==> src/rtl/branch_resolver.sv <==
// branch_resolver: ROB-side tracker for in-flight branches. Latches each
// branch's {predicted, actual} result by ROB index, answers in-order commit
// requests from the ROB head, and raises a one-cycle flush on a mispredict.
// Optional build macro BRANCH_RESOLVER_STATS_EN adds commit/mispredict counters.
module branch_resolver #(
  parameter int ROB_ENTRY_WIDTH = 4,
  parameter int MAX_PENDING     = 4
) (
  input  logic                       clk,
  input  logic                       rst,
  input  logic                       alloc_valid,
  input  logic [ROB_ENTRY_WIDTH-1:0] alloc_index,
  output logic                       bra_stall,
  input  logic                       bra_in_valid,
  input  logic [ROB_ENTRY_WIDTH-1:0] bra_in_index,
  input  logic [1:0]                 bra_in_result,
  input  logic                       commit_req,
  input  logic [ROB_ENTRY_WIDTH-1:0] commit_index,
  output logic                       commit_ack,
  output logic                       commit_taken,
  output logic                       commit_mispredict,
  output logic                       flush,
  output logic [ROB_ENTRY_WIDTH:0]   pending_count
`ifdef BRANCH_RESOLVER_STATS_EN
  ,
  output logic [31:0]                stat_commits,
  output logic [31:0]                stat_mispredicts
`endif
);

  localparam int NUM_ENTRIES = 2 ** ROB_ENTRY_WIDTH;
  localparam int CNT_W       = ROB_ENTRY_WIDTH + 1;

  typedef enum logic [1:0] {
    ST_IDLE = 2'd0,
    ST_WAIT = 2'd1,
    ST_DONE = 2'd2
  } entry_state_e;

  entry_state_e state_q [NUM_ENTRIES];
  entry_state_e state_d [NUM_ENTRIES];
  logic         pred_q  [NUM_ENTRIES];
  logic         pred_d  [NUM_ENTRIES];
  logic         act_q   [NUM_ENTRIES];
  logic         act_d   [NUM_ENTRIES];

  logic [CNT_W-1:0] pending_count_q, pending_count_d;
  logic             commit_ack_q, commit_ack_d;
  logic             commit_taken_q, commit_taken_d;
  logic             commit_mispredict_q, commit_mispredict_d;
  logic             flush_q, flush_d;

  logic alloc_fire_s;
  logic resolve_fire_s;
  logic commit_fire_s;
  logic head_act_s;
  logic head_mispredict_s;
  logic flush_fire_s;

  // Stall is combinational on the registered pending count.
  assign bra_stall = (pending_count_q == CNT_W'(MAX_PENDING));

  // Qualify the three request types against the current entry states.
  always_comb begin
    alloc_fire_s      = alloc_valid && !bra_stall && (state_q[alloc_index] == ST_IDLE);
    resolve_fire_s    = bra_in_valid && (state_q[bra_in_index] == ST_WAIT);
    // Blocking on commit_ack_q guarantees a gap cycle between acks.
    commit_fire_s     = commit_req && !commit_ack_q && (state_q[commit_index] == ST_DONE);
    head_act_s        = act_q[commit_index];
    head_mispredict_s = pred_q[commit_index] ^ act_q[commit_index];
    flush_fire_s      = commit_fire_s && head_mispredict_s;
  end

  // Next-state for the entry table and pending count; flush overrides everything.
  // Alloc (IDLE), resolve (WAIT) and commit (DONE) can never target the same entry.
  always_comb begin
    for (int i = 0; i < NUM_ENTRIES; i++) begin
      state_d[i] = state_q[i];
      pred_d[i]  = pred_q[i];
      act_d[i]   = act_q[i];
    end
    pending_count_d = pending_count_q;

    if (flush_fire_s) begin
      for (int i = 0; i < NUM_ENTRIES; i++) begin
        state_d[i] = ST_IDLE;
        pred_d[i]  = 1'b0;
        act_d[i]   = 1'b0;
      end
      pending_count_d = {CNT_W{1'b0}};
    end else begin
      if (alloc_fire_s) begin
        state_d[alloc_index] = ST_WAIT;
        pending_count_d      = pending_count_d + CNT_W'(1);
      end else begin
        pending_count_d = pending_count_d;
      end

      if (resolve_fire_s) begin
        state_d[bra_in_index] = ST_DONE;
        pred_d[bra_in_index]  = bra_in_result[1];
        act_d[bra_in_index]   = bra_in_result[0];
      end else begin
        state_d[bra_in_index] = state_d[bra_in_index];
      end

      if (commit_fire_s) begin
        state_d[commit_index] = ST_IDLE;
        pending_count_d       = pending_count_d - CNT_W'(1);
      end else begin
        pending_count_d = pending_count_d;
      end
    end
  end

  // Next-state for the registered commit/flush outputs; zero between acks.
  always_comb begin
    if (commit_fire_s) begin
      commit_ack_d        = 1'b1;
      commit_taken_d      = head_act_s;
      commit_mispredict_d = head_mispredict_s;
      flush_d             = head_mispredict_s;
    end else begin
      commit_ack_d        = 1'b0;
      commit_taken_d      = 1'b0;
      commit_mispredict_d = 1'b0;
      flush_d             = 1'b0;
    end
  end

  // State registers with synchronous reset.
  always_ff @(posedge clk) begin
    if (rst) begin
      for (int i = 0; i < NUM_ENTRIES; i++) begin
        state_q[i] <= ST_IDLE;
        pred_q[i]  <= 1'b0;
        act_q[i]   <= 1'b0;
      end
      pending_count_q     <= {CNT_W{1'b0}};
      commit_ack_q        <= 1'b0;
      commit_taken_q      <= 1'b0;
      commit_mispredict_q <= 1'b0;
      flush_q             <= 1'b0;
    end else begin
      for (int i = 0; i < NUM_ENTRIES; i++) begin
        state_q[i] <= state_d[i];
        pred_q[i]  <= pred_d[i];
        act_q[i]   <= act_d[i];
      end
      pending_count_q     <= pending_count_d;
      commit_ack_q        <= commit_ack_d;
      commit_taken_q      <= commit_taken_d;
      commit_mispredict_q <= commit_mispredict_d;
      flush_q             <= flush_d;
    end
  end

  assign pending_count     = pending_count_q;
  assign commit_ack        = commit_ack_q;
  assign commit_taken      = commit_taken_q;
  assign commit_mispredict = commit_mispredict_q;
  assign flush             = flush_q;

`ifdef BRANCH_RESOLVER_STATS_EN
  logic [31:0] stat_commits_q, stat_commits_d;
  logic [31:0] stat_mispredicts_q, stat_mispredicts_d;

  // Counters advance on the same edge that raises commit_ack / flush; wrap naturally.
  always_comb begin
    if (commit_fire_s) begin
      stat_commits_d = stat_commits_q + 32'd1;
    end else begin
      stat_commits_d = stat_commits_q;
    end
    if (flush_fire_s) begin
      stat_mispredicts_d = stat_mispredicts_q + 32'd1;
    end else begin
      stat_mispredicts_d = stat_mispredicts_q;
    end
  end

  // Statistics registers with synchronous reset.
  always_ff @(posedge clk) begin
    if (rst) begin
      stat_commits_q     <= 32'd0;
      stat_mispredicts_q <= 32'd0;
    end else begin
      stat_commits_q     <= stat_commits_d;
      stat_mispredicts_q <= stat_mispredicts_d;
    end
  end

  assign stat_commits     = stat_commits_q;
  assign stat_mispredicts = stat_mispredicts_q;
`endif

endmodule

==> config.mk <==
export PLATFORM = sky130hd
export DESIGN_NAME = branch_resolver
export DESIGN_NICKNAME = d
export VERILOG_FILES = /design/src/rtl/branch_resolver.sv
export SDC_FILE = /design/constraint.sdc
export NUM_CORES = 1
export LEC_CHECK = 0
export ABC_AREA = 1
export ABC_CLOCK_PERIOD_IN_PS = 2800
export BUFFER_PORTS_ARGS = -buffer_cell sky130_fd_sc_hd__buf_2
export CAP_MARGIN = 20
export CORE_UTILIZATION = 50
export DETAILED_ROUTE_END_ITERATION = 10
export GPL_TIMING_DRIVEN = 0
export PLACE_DENSITY_LB_ADDON = 0.15
export SLEW_MARGIN = 5
export SYNTH_ARGS = -nofsm -noshare
export SYNTH_HDL_FRONTEND = slang
export SYNTH_SLANG_ARGS = --single-unit
==> constraint.sdc <==
create_clock -name clk -period 2.8 [get_ports clk]
set_input_delay 0.14 -clock clk [delete_from_list [all_inputs] [get_ports clk]]
set_output_delay 0.14 -clock clk [all_outputs]
set_load 0.005 [all_outputs]
**Word level (Yosys, flattened, before mapping)**

Memories as Yosys holds them, arrays and structs flattened.
Index checks and enable logic that the tools add are counted.

- RAM bits: 64
- Register bits: 8
- Word-level logic and storage cells: 172
- Memories kept: 3
- Output and inout bits: 10

Memories:

| name | words | bits a word | rd ports | clocked after Yosys merged registers in | write ports | line | text |
|---|---|---|---|---|---|---|---|
| state_q | 16 | 2 | 19 | 0 | 16 | 40 | `entry_state_e state_q [NUM_ENTRIES];` |
| act_q | 16 | 1 | 17 | 0 | 16 | 44 | `logic act_q [NUM_ENTRIES];` |
| pred_q | 16 | 1 | 17 | 0 | 16 | 42 | `logic pred_q [NUM_ENTRIES];` |

- Bitwise logic cells: 61
- Reduce and logical (&&, ||, !) cells: 14
- $add $sub $neg: 2
- $lt $le $gt $ge: 6
- Equality and inequality tests: 3
- Muxes and demuxes: 79

Operators by type and width:

| kind | number |
|---|---|
| $mux W32 | 6 |
| $mux W16 | 4 |
| $or A1 B1 Y1 | 48 |
| $mux W2 | 21 |
| $mux W1 | 37 |
| $and A16 B16 Y16 | 2 |
| $and A32 B32 Y32 | 1 |
| $bwmux W16 | 2 |
| $bwmux W32 | 1 |
| $not A16 Y16 | 2 |
| $not A32 Y32 | 1 |
| $or A16 B16 Y16 | 2 |
| $demux W2 S4 | 3 |
| $ge A5 B5 Y1 const B | 3 |
| $lt A5 B1 Y1 const B | 3 |
| $mux W5 | 3 |
| $not A4 Y5 | 3 |
| $logic_and A1 B1 Y1 | 9 |
| $bmux W2 S4 | 1 |
| $add A5 B1 Y5 const B | 1 |
| $eq A5 B3 Y1 const B | 1 |
| $sub A5 B1 Y5 const B | 1 |
| $demux W1 S4 | 1 |
| $reduce_or A2 Y1 | 2 |
| 6 further kinds | 7 |

**Depth between registers and ports, before layout**

Gate-level depths: netlist of the first run.

- Word-level depth: 19
- Gate-level depth with buffers: 19
- Mapped depth without buffers: 18

**Least setup slack after synthesis of the first run**

Ideal clock, no wire load.

- Kind: register -> register
- Start point: reg pending_count_q[0], in the netlist pending_count[0]
- End point: reg pending_count_q[2], in the netlist pending_count[2]
- Period minus slack after synthesis: 2.037 ns
- Setup slack: 0.763 ns
- Arrival time: 1.968 ns
- Setup time: 0.070 ns
- Stages on the path, launching flop included: 16
- Cell sequence: dfxtp_1 > inv_1 > ha_1 > nand2_1 > nor3_1 > nor2_1 > nand2_1 > nor2_2 > nand3_2 > nand2_1 > nand2_1 > ha_1 > inv_1 > nor2_1 > or2_2 > a21oi_1

- Cells in the longest elaborated chain, start to end: 8
- Elaborated cells between the ends (all ways): 9
- Those cells by class: add/sub (2); eq/ne (1); mux (3); reduce/logical (3)

Ends and longest elaborated chain:

| element | line | text |
|---|---|---|
| start: declaration | 47 | `logic [CNT_W-1:0] pending_count_q, pending_count_d;` |
| start signal: assignment | 139 | `pending_count_q <= {CNT_W{1'b0}};` |
| start signal: assignment | 150 | `pending_count_q <= pending_count_d;` |
| $eq A5 B3 Y1 * | 61 | `assign bra_stall = (pending_count_q == CNT_W'(MAX_PENDING));` |
| via bra_stall | 13 | `output logic bra_stall,` |
| $logic_not A1 Y1 * | 65 | `alloc_fire_s = alloc_valid && !bra_stall && (state_q[alloc_index] == ST_IDLE);` |
| $logic_and A1 B1 Y1 * (2 in a row) | 65 |  |
| $mux W5 * | 92 | `if (alloc_fire_s) begin` |
| $mux W5 * | 84 | `if (flush_fire_s) begin` |
| $sub A5 B1 Y5 | 109 | `pending_count_d = pending_count_d - CNT_W'(1);` |
| $mux W5 * | 107 | `if (commit_fire_s) begin` |

The timed path passes the listed nets; every way through them passes the cells marked *. The select of a mux whose other input is x is not followed.
A chain may end at the register's enable or synchronous reset.

**Final worst setup path of the first run**

- Start point: reg pending_count_q[0], in the netlist pending_count[0]
- End point: reg pending_count_q[2], in the netlist pending_count[2]

- Cells in the longest elaborated chain, start to end: 8
- Elaborated cells between the ends (all ways): 9
- Those cells by class: add/sub (2); eq/ne (1); mux (3); reduce/logical (3)

Ends and longest elaborated chain:

| element | line |
|---|---|
| branches (longest 4 deep; another with $add A5 B1 Y5) | n/a |
| $mux W5 * | 92 |
| $mux W5 * | 84 |
| $sub A5 B1 Y5 | 109 |
| $mux W5 * | 107 |

Mark *: on every way between the ends. The select of a mux whose other input is x is not followed.

==> results of run 1 <==
## per-layer routing
metal  track usage [%]  vias up  wire length, um
met5                 0        -                0
met4              11.9        0              359
met3              6.06       36             1460
met2              52.6      253             6290
met1              42.6     2178             5750
li1                  -     2345                -
## area by class of cell
type / instances / area, um2
Clock inverter: 6 / 90.1
Timing Repair Buffer: 25 / 130
Fill cell: 836 / 3470
Multi-Input combinational cell: 533 / 2470
Tap cell: 105 / 131
Inverter: 55 / 209
Clock buffer: 10 / 138
Buffer: 34 / 224
Sequential cell: 72 / 1440
## power breakdown
group / switching, W / internal (W) / leakage, nW / total [W]
registers: 0.0000123 / 0.00103 / 0.581 / 0.00105
clock network: 0.000426 / 0.000529 / 0.113 / 0.000955
logic: 0.000204 / 0.0000845 / 1.22 / 0.000288
## flip-flops by register name (all words and copies together) (netlist names)
name / flops
act_q: 16
commit_ack: 1
commit_taken: 1
flush: 1
pending_count: 5
pred_q: 16
state_q: 32
## layout by cell type (no fill, tap or decap), types with 7 or more instances in the layout
cell / n
nand2_1: 222
o21ai_0: 103
nor2_1: 83
dfxtp_1: 72
inv_1: 48
buf_2: 32
a21oi_1: 25
o21ai_1: 17
a22oi_1: 16
clkbuf_1: 12
a21oi_2: 10
clkbuf_8: 10
buf_6: 9
nand4_1: 9
o22ai_1: 9
nand3_1: 7
o21bai_1: 7
## worst min path at each step
stage	startpoint	endpoint	slack [ps]	cells after the start
6_report	bra_in_result[1]	pred_q[14]$_SDFFE_PP0P_	130	3
5_1_grt	bra_in_result[1]	pred_q[15]$_SDFFE_PP0P_	170	3
4_1_cts	bra_in_result[1]	pred_q[14]$_SDFFE_PP0P_	130	3
3_5_place_dp	rst	commit_ack$_SDFF_PP0_	370	2
3_3_place_gp	rst	flush$_SDFF_PP0_	360	2
2_1_floorplan	rst	commit_ack$_SDFF_PP0_	210	1
## what timing repair did
item                                   CTS  global route
hold buffers                             1             0
gates resized for setup                  0             0
endpoints found under the hold margin    2             0
## worst max-delay path, cell delays in order (launching register included)
cell	delay (ps)
dfxtp_1	390
inv_1	80
ha_1	200
nand2_1	60
nor3_1	50
nor2_1	90
nand2_1	70
nor2_2	200
nand3_2	140
nand2_1	130
nand2_1	90
ha_1	190
inv_1	50
nor2_1	60
or2_2	270
a21oi_1	120
## logic make-up (layout without fill, tap and decap cells)
family	count (synthesis)	after routing	synth area share [%]
compound gates	191	191	24.7
xor+xnor	3	3	0.605
fa+ha+maj	3	3	0.865
buf+inv	89	130	9.97
flops	72	72	33.2
simple gates	336	336	30.6
## per-stage QoR
stage          utilization (%)  hold WS [ps]  worst slack [ps]
2_1_floorplan                -           212               763
3_3_place_gp              55.3           363               613
3_5_place_dp              55.3           369               582
4_1_cts                   58.2           127               551
5_1_grt                   58.2           168               274
6_report                  58.2           130               538
==> results.md, run 1 <==
- RSZ-0062 raised after global routing: false
- Worst Hold Class: in2reg
- Vias: 4812
- Layout net count: 752
- Starting Density: 52.3%
- GR Util All Layers: 32.4%
- Placement Rows: 33
- DP Cell Count: 823
- Synth cell types: 30
- Num CTS Buffers: 9
- Synth area leader: dfxtp_1
- Antenna Nets Post-Route: 0
- Total wire length: 13.9 mm
- I/O Pins: 29
- End point of the critical path: pending_count[2]$_SDFF_PP0_
- Leakage power: 1.91 nW
- Least-Margin Pin Slew: 602 ps
- Slew Viols, Final: 0
- Synthesis-stage register bit count: 72
- Arrival time at the worst endpoint: 2540 ps
- Number of synthesis warnings: 0
- Grt ovf: 0
- Final Power: 0.00229 W
- Area share of the leading cell type in the synthesized netlist: 33.2%
- Req. time, crit path: 3070 ps
- Syn Nets: 716
- TNS Setup: 0 ps
- Critical path class: reg2reg
- Postcts setup bufs: 0
- Gpl congestion: 0.941
- Slew margin rel.: 59.7%
- Core area: 8300 um2
- Die width: 95.2 um
- Number of diodes: 0
- Area grow syn2layout: 11.3%
- Crit. Startpoint: pending_count[0]$_SDFF_PP0_
- R2r startpoint: pending_count[0]$_SDFF_PP0_
- Clock slew at reported path FFs: 90 ps
- Syn avg cell area: 6.25 um2
- Fin. Hold Viols: 0
- Seq/Total Area, Yosys: 33.2%
- Worst Skew: 13.4 ps
- Top-count cell post-synth: nand2_1
- CTS H-tree depth: 3
- DRT iter0 DRCs: 521
- CTS Buffer Depth: 2
- CTS tree: yes
- Detail Placement HPWL: 10.2 mm
- Clock root buffer: clkbuf_8
- Synth Instances: 694
- Vias in the first global route: 4368
- Max cap viols: 0
- Synthesized area: 4340 um2
- EDFF count, synth: 0
- PwrDens: 474 nW/um2
- DP Area: 4590 um2
- Crit end category: flip-flop
- Skew-Pair Late Insertion Delay: 350 ps
- CP startpoint kind: flip-flop
- Final setup vio count: 0
- First-pass GRT wire length: 22.1 mm
- R2r endpoint: pending_count[2]$_SDFF_PP0_
- Remaining DRCs: 0
- Worst-path fanout max: 5
- Vert. Die Dim: 95.2 um
- Synth top area cells: dfxtp_1, nand2_1, o21ai_0, nor2_1, inv_1
- Reg2reg setup slack: 540 ps
- I/O Buffers: 24
- Layout cell share with drive strength beyond 1: 12.2%
- Detailed-router iteration count before antenna repair: 8
- Minimum clock period: 2260 ps
- Period utilisation layout: 80.8%
- Top FF cell, synth: dfxtp_1
- Number of vias per cell: 5.73
- Post-route cell area: 4830 um2
- Largest net degree at the start of global routing: 14
- DIE AREA: 9060 um2
- Peak Freq: 0.442 GHz
- VDD IR max: 250 uV
- Initial antenna violation count: 0
- Final non-filler cell total: 840
- Status: finished, final reports clean
- Clock sinks: 72
- Reg2reg path depth: 15
- Synth cell count leaders: nand2_1, o21ai_0, nor2_1
- Post-synth ARST share: 0%
- WL per Instance: 16.5 um
Note: power is estimated with default switching activity, not from simulation.
==> inputs of run 2 (changes only) <==
--- a/config.mk
+++ b/config.mk
@@ -6,7 +6,7 @@
 export NUM_CORES = 1
 export LEC_CHECK = 0
 export ABC_AREA = 1
-export ABC_CLOCK_PERIOD_IN_PS = 2800
+export ABC_CLOCK_PERIOD_IN_PS = 2080
 export BUFFER_PORTS_ARGS = -buffer_cell sky130_fd_sc_hd__buf_2
 export CAP_MARGIN = 20
 export CORE_UTILIZATION = 50
==> constraint.sdc (replaced) <==
create_clock -name clk -period 2.08 [get_ports clk]
set_input_delay 0.104 -clock clk [delete_from_list [all_inputs] [get_ports clk]]
set_output_delay 0.104 -clock clk [all_outputs]
set_load 0.005 [all_outputs]
==> run 2 against run 1 <==
- clock power rose by 34%
- first-iteration DRC count down 3.3%
- combinational power increased by 64%
- maximum frequency rose by 11%
- worst hold slack worse by 27 ps
- design area up 3.3%
- largest cell class unchanged
==> results.md, run 2 (synthesized netlist as in run 1, its figures left out) <==
- CP startpoint kind: flip-flop
- Least-Margin Pin Slew: 598 ps
- First-pass GRT wire length: 22.1 mm
- Number of diodes: 0
- Worst Path Buf+Inv: 2
- Multi-input logic area: 2570 um2
- Crit end category: flip-flop
- Vias in the first global route: 4379
- Reg2reg path depth: 16
- Period utilisation layout: 98.4%
- I/O Pins: 29
- Clock slew at reported path FFs: 80 ps
- CTS Buffer Depth: 2
- Largest Register: state_q
- Total wire length: 14.1 mm
- GR Util All Layers: 32.5%
- Skew-Pair Late Insertion Delay: 350 ps
- Antenna Nets Post-Route: 0
- Crit path cell chain: inv_2 -> ha_4 -> nand2_2 -> nor3_2 -> nor2_1 -> nand2_1 -> nor2_4 -> nand4_1 -> nand2_4 -> ha_4 -> inv_4 -> nor2_4 -> nand2_2 -> nor2_2 -> nor2_1 -> nor2_1
- Worst Skew: 12.4 ps
- Cell count along the critical path: 16
- DP Cell Count: 823
- Final setup vio count: 0
- Max cap viols: 0
- Area grow syn2layout: 15.0%
- Clock sinks: 72
- PwrDens: 633 nW/um2
- Post-route cell area: 4990 um2
- Initial antenna violation count: 0
- Registers with the most flip-flops: state_q x32, act_q x16, pred_q x16
- WL per Instance: 16.7 um
- Vert. Die Dim: 95.2 um
- Seq. cell area: 1440 um2
- I/O Buffers: 24
- Layout net count: 759
- Critical path class: reg2reg
- Worst Hold Class: in2reg
- Finished Core Util: 60.1%
- Final non-filler cell total: 847
- CTS tree: yes
- TNS Setup: 0 ps
- Worst-path fanout max: 5
- CP max stage delay: 350 ps
- Status: finished, final reports clean
- Peak Freq: 0.489 GHz
- Number of vias per cell: 5.66
- Commonest cells after routing, fill and taps aside: nand2_1, o21ai_0, nor2_1
- Family with the most delay on the worst path: simple AND/OR/NAND/NOR gates
- Largest net degree at the start of global routing: 14
- Slowest CP cell: dfxtp_2
- Hold path depth: 3
- Num CTS Buffers: 9
- Gpl congestion: 0.941
- Cell repeated most along the worst path: nor2_1
- Vias: 4797
- Layout cell share with drive strength beyond 1: 15.5%
- Leakage power: 1.97 nW
- Placement Rows: 33
- Clock root buffer: clkbuf_8
- Final Power: 0.00316 W
- Core area: 8300 um2
- Slew Viols, Final: 0
- Remaining DRCs: 0
- Detail Placement HPWL: 10.2 mm
- Grt ovf: 0
- DRT iter0 DRCs: 504
- RSZ-0062 raised after global routing: true
- Req. time, crit path: 2360 ps
- Die width: 95.2 um
- DP Area: 4590 um2
- Fillers: 814
- Slew margin rel.: 60.0%
- VDD IR max: 335 uV
- Detailed-router iteration count before antenna repair: 6
- Most common cell after layout, fill and taps aside: nand2_1
- Minimum clock period: 2050 ps
- Fin. Hold Viols: 0
- Arrival time at the worst endpoint: 2330 ps
- Largest register FFs: 32
- DIE AREA: 9060 um2
- Starting Density: 52.3%
- CTS H-tree depth: 3
-- run 2: routing by layer --
layer,up-vias,share of wire [%],track usage (%)
li1,2364,-,-
met1,2178,42,42.7
met2,224,46,52.7
met3,31,10,6.06
met4,0,2.5,11.9
met5,-,0,0
-- run 2: worst paths after layout --
path | start | endpoint | slack [ps]
worst min-delay path | bra_in_result[1] | pred_q[14]$_SDFFE_PP0P_ | 100
worst min register to register | act_q[13]$_SDFFE_PP0P_ | act_q[13]$_SDFFE_PP0P_ | 480
worst max register to register | pending_count[1]$_SDFF_PP0_ | pending_count[4]$_SDFF_PP0_ | 30
worst max-delay path | pending_count[1]$_SDFF_PP0_ | pending_count[4]$_SDFF_PP0_ | 30
-- run 2: layout make-up --
class,count,share of cell area [%]
multi-input combinational,533,51.5
sequential,72,28.9
buffer,34,4.49
inverter,55,4.24
timing repair buffer,32,3.66
clock buffer,10,2.76
tap,105,2.63
clock inverter,6,1.80
-- run 2: through the flow --
step	hold WS (ps)	setup slack, ps
6_report	103	34.0
2_1_floorplan	176	42.6
5_1_grt	132	-105
4_1_cts	90.9	10.7
3_3_place_gp	327	-107
3_5_place_dp	333	-138
-- run 2: report_power, final --
| part | switching, W | total (W) | internal [W] |
|---|---|---|---|
| clock | 0.000564 | 0.00128 | 0.000712 |
| sequential | 0.0000155 | 0.00141 | 0.00139 |
| combinational | 0.000314 | 0.000472 | 0.000158 |
-- run 2: repair_timing --
action,in CTS,in global routing
setup endpoints to repair,3,6
hold buffers,1,0
pin swaps,1,10
cloned,0,0
endpoints found under the hold margin,3,0
gates resized for setup,5,27
setup buffers,3,4
-- run 2: worst register-to-register path: cells and delay by family (launching register included) --
family,cells,cell delay [ps]
adders and majority gates,2,290
and+or+nand+nor,12,1250
DFF,1,350
buffers and inverters,2,90
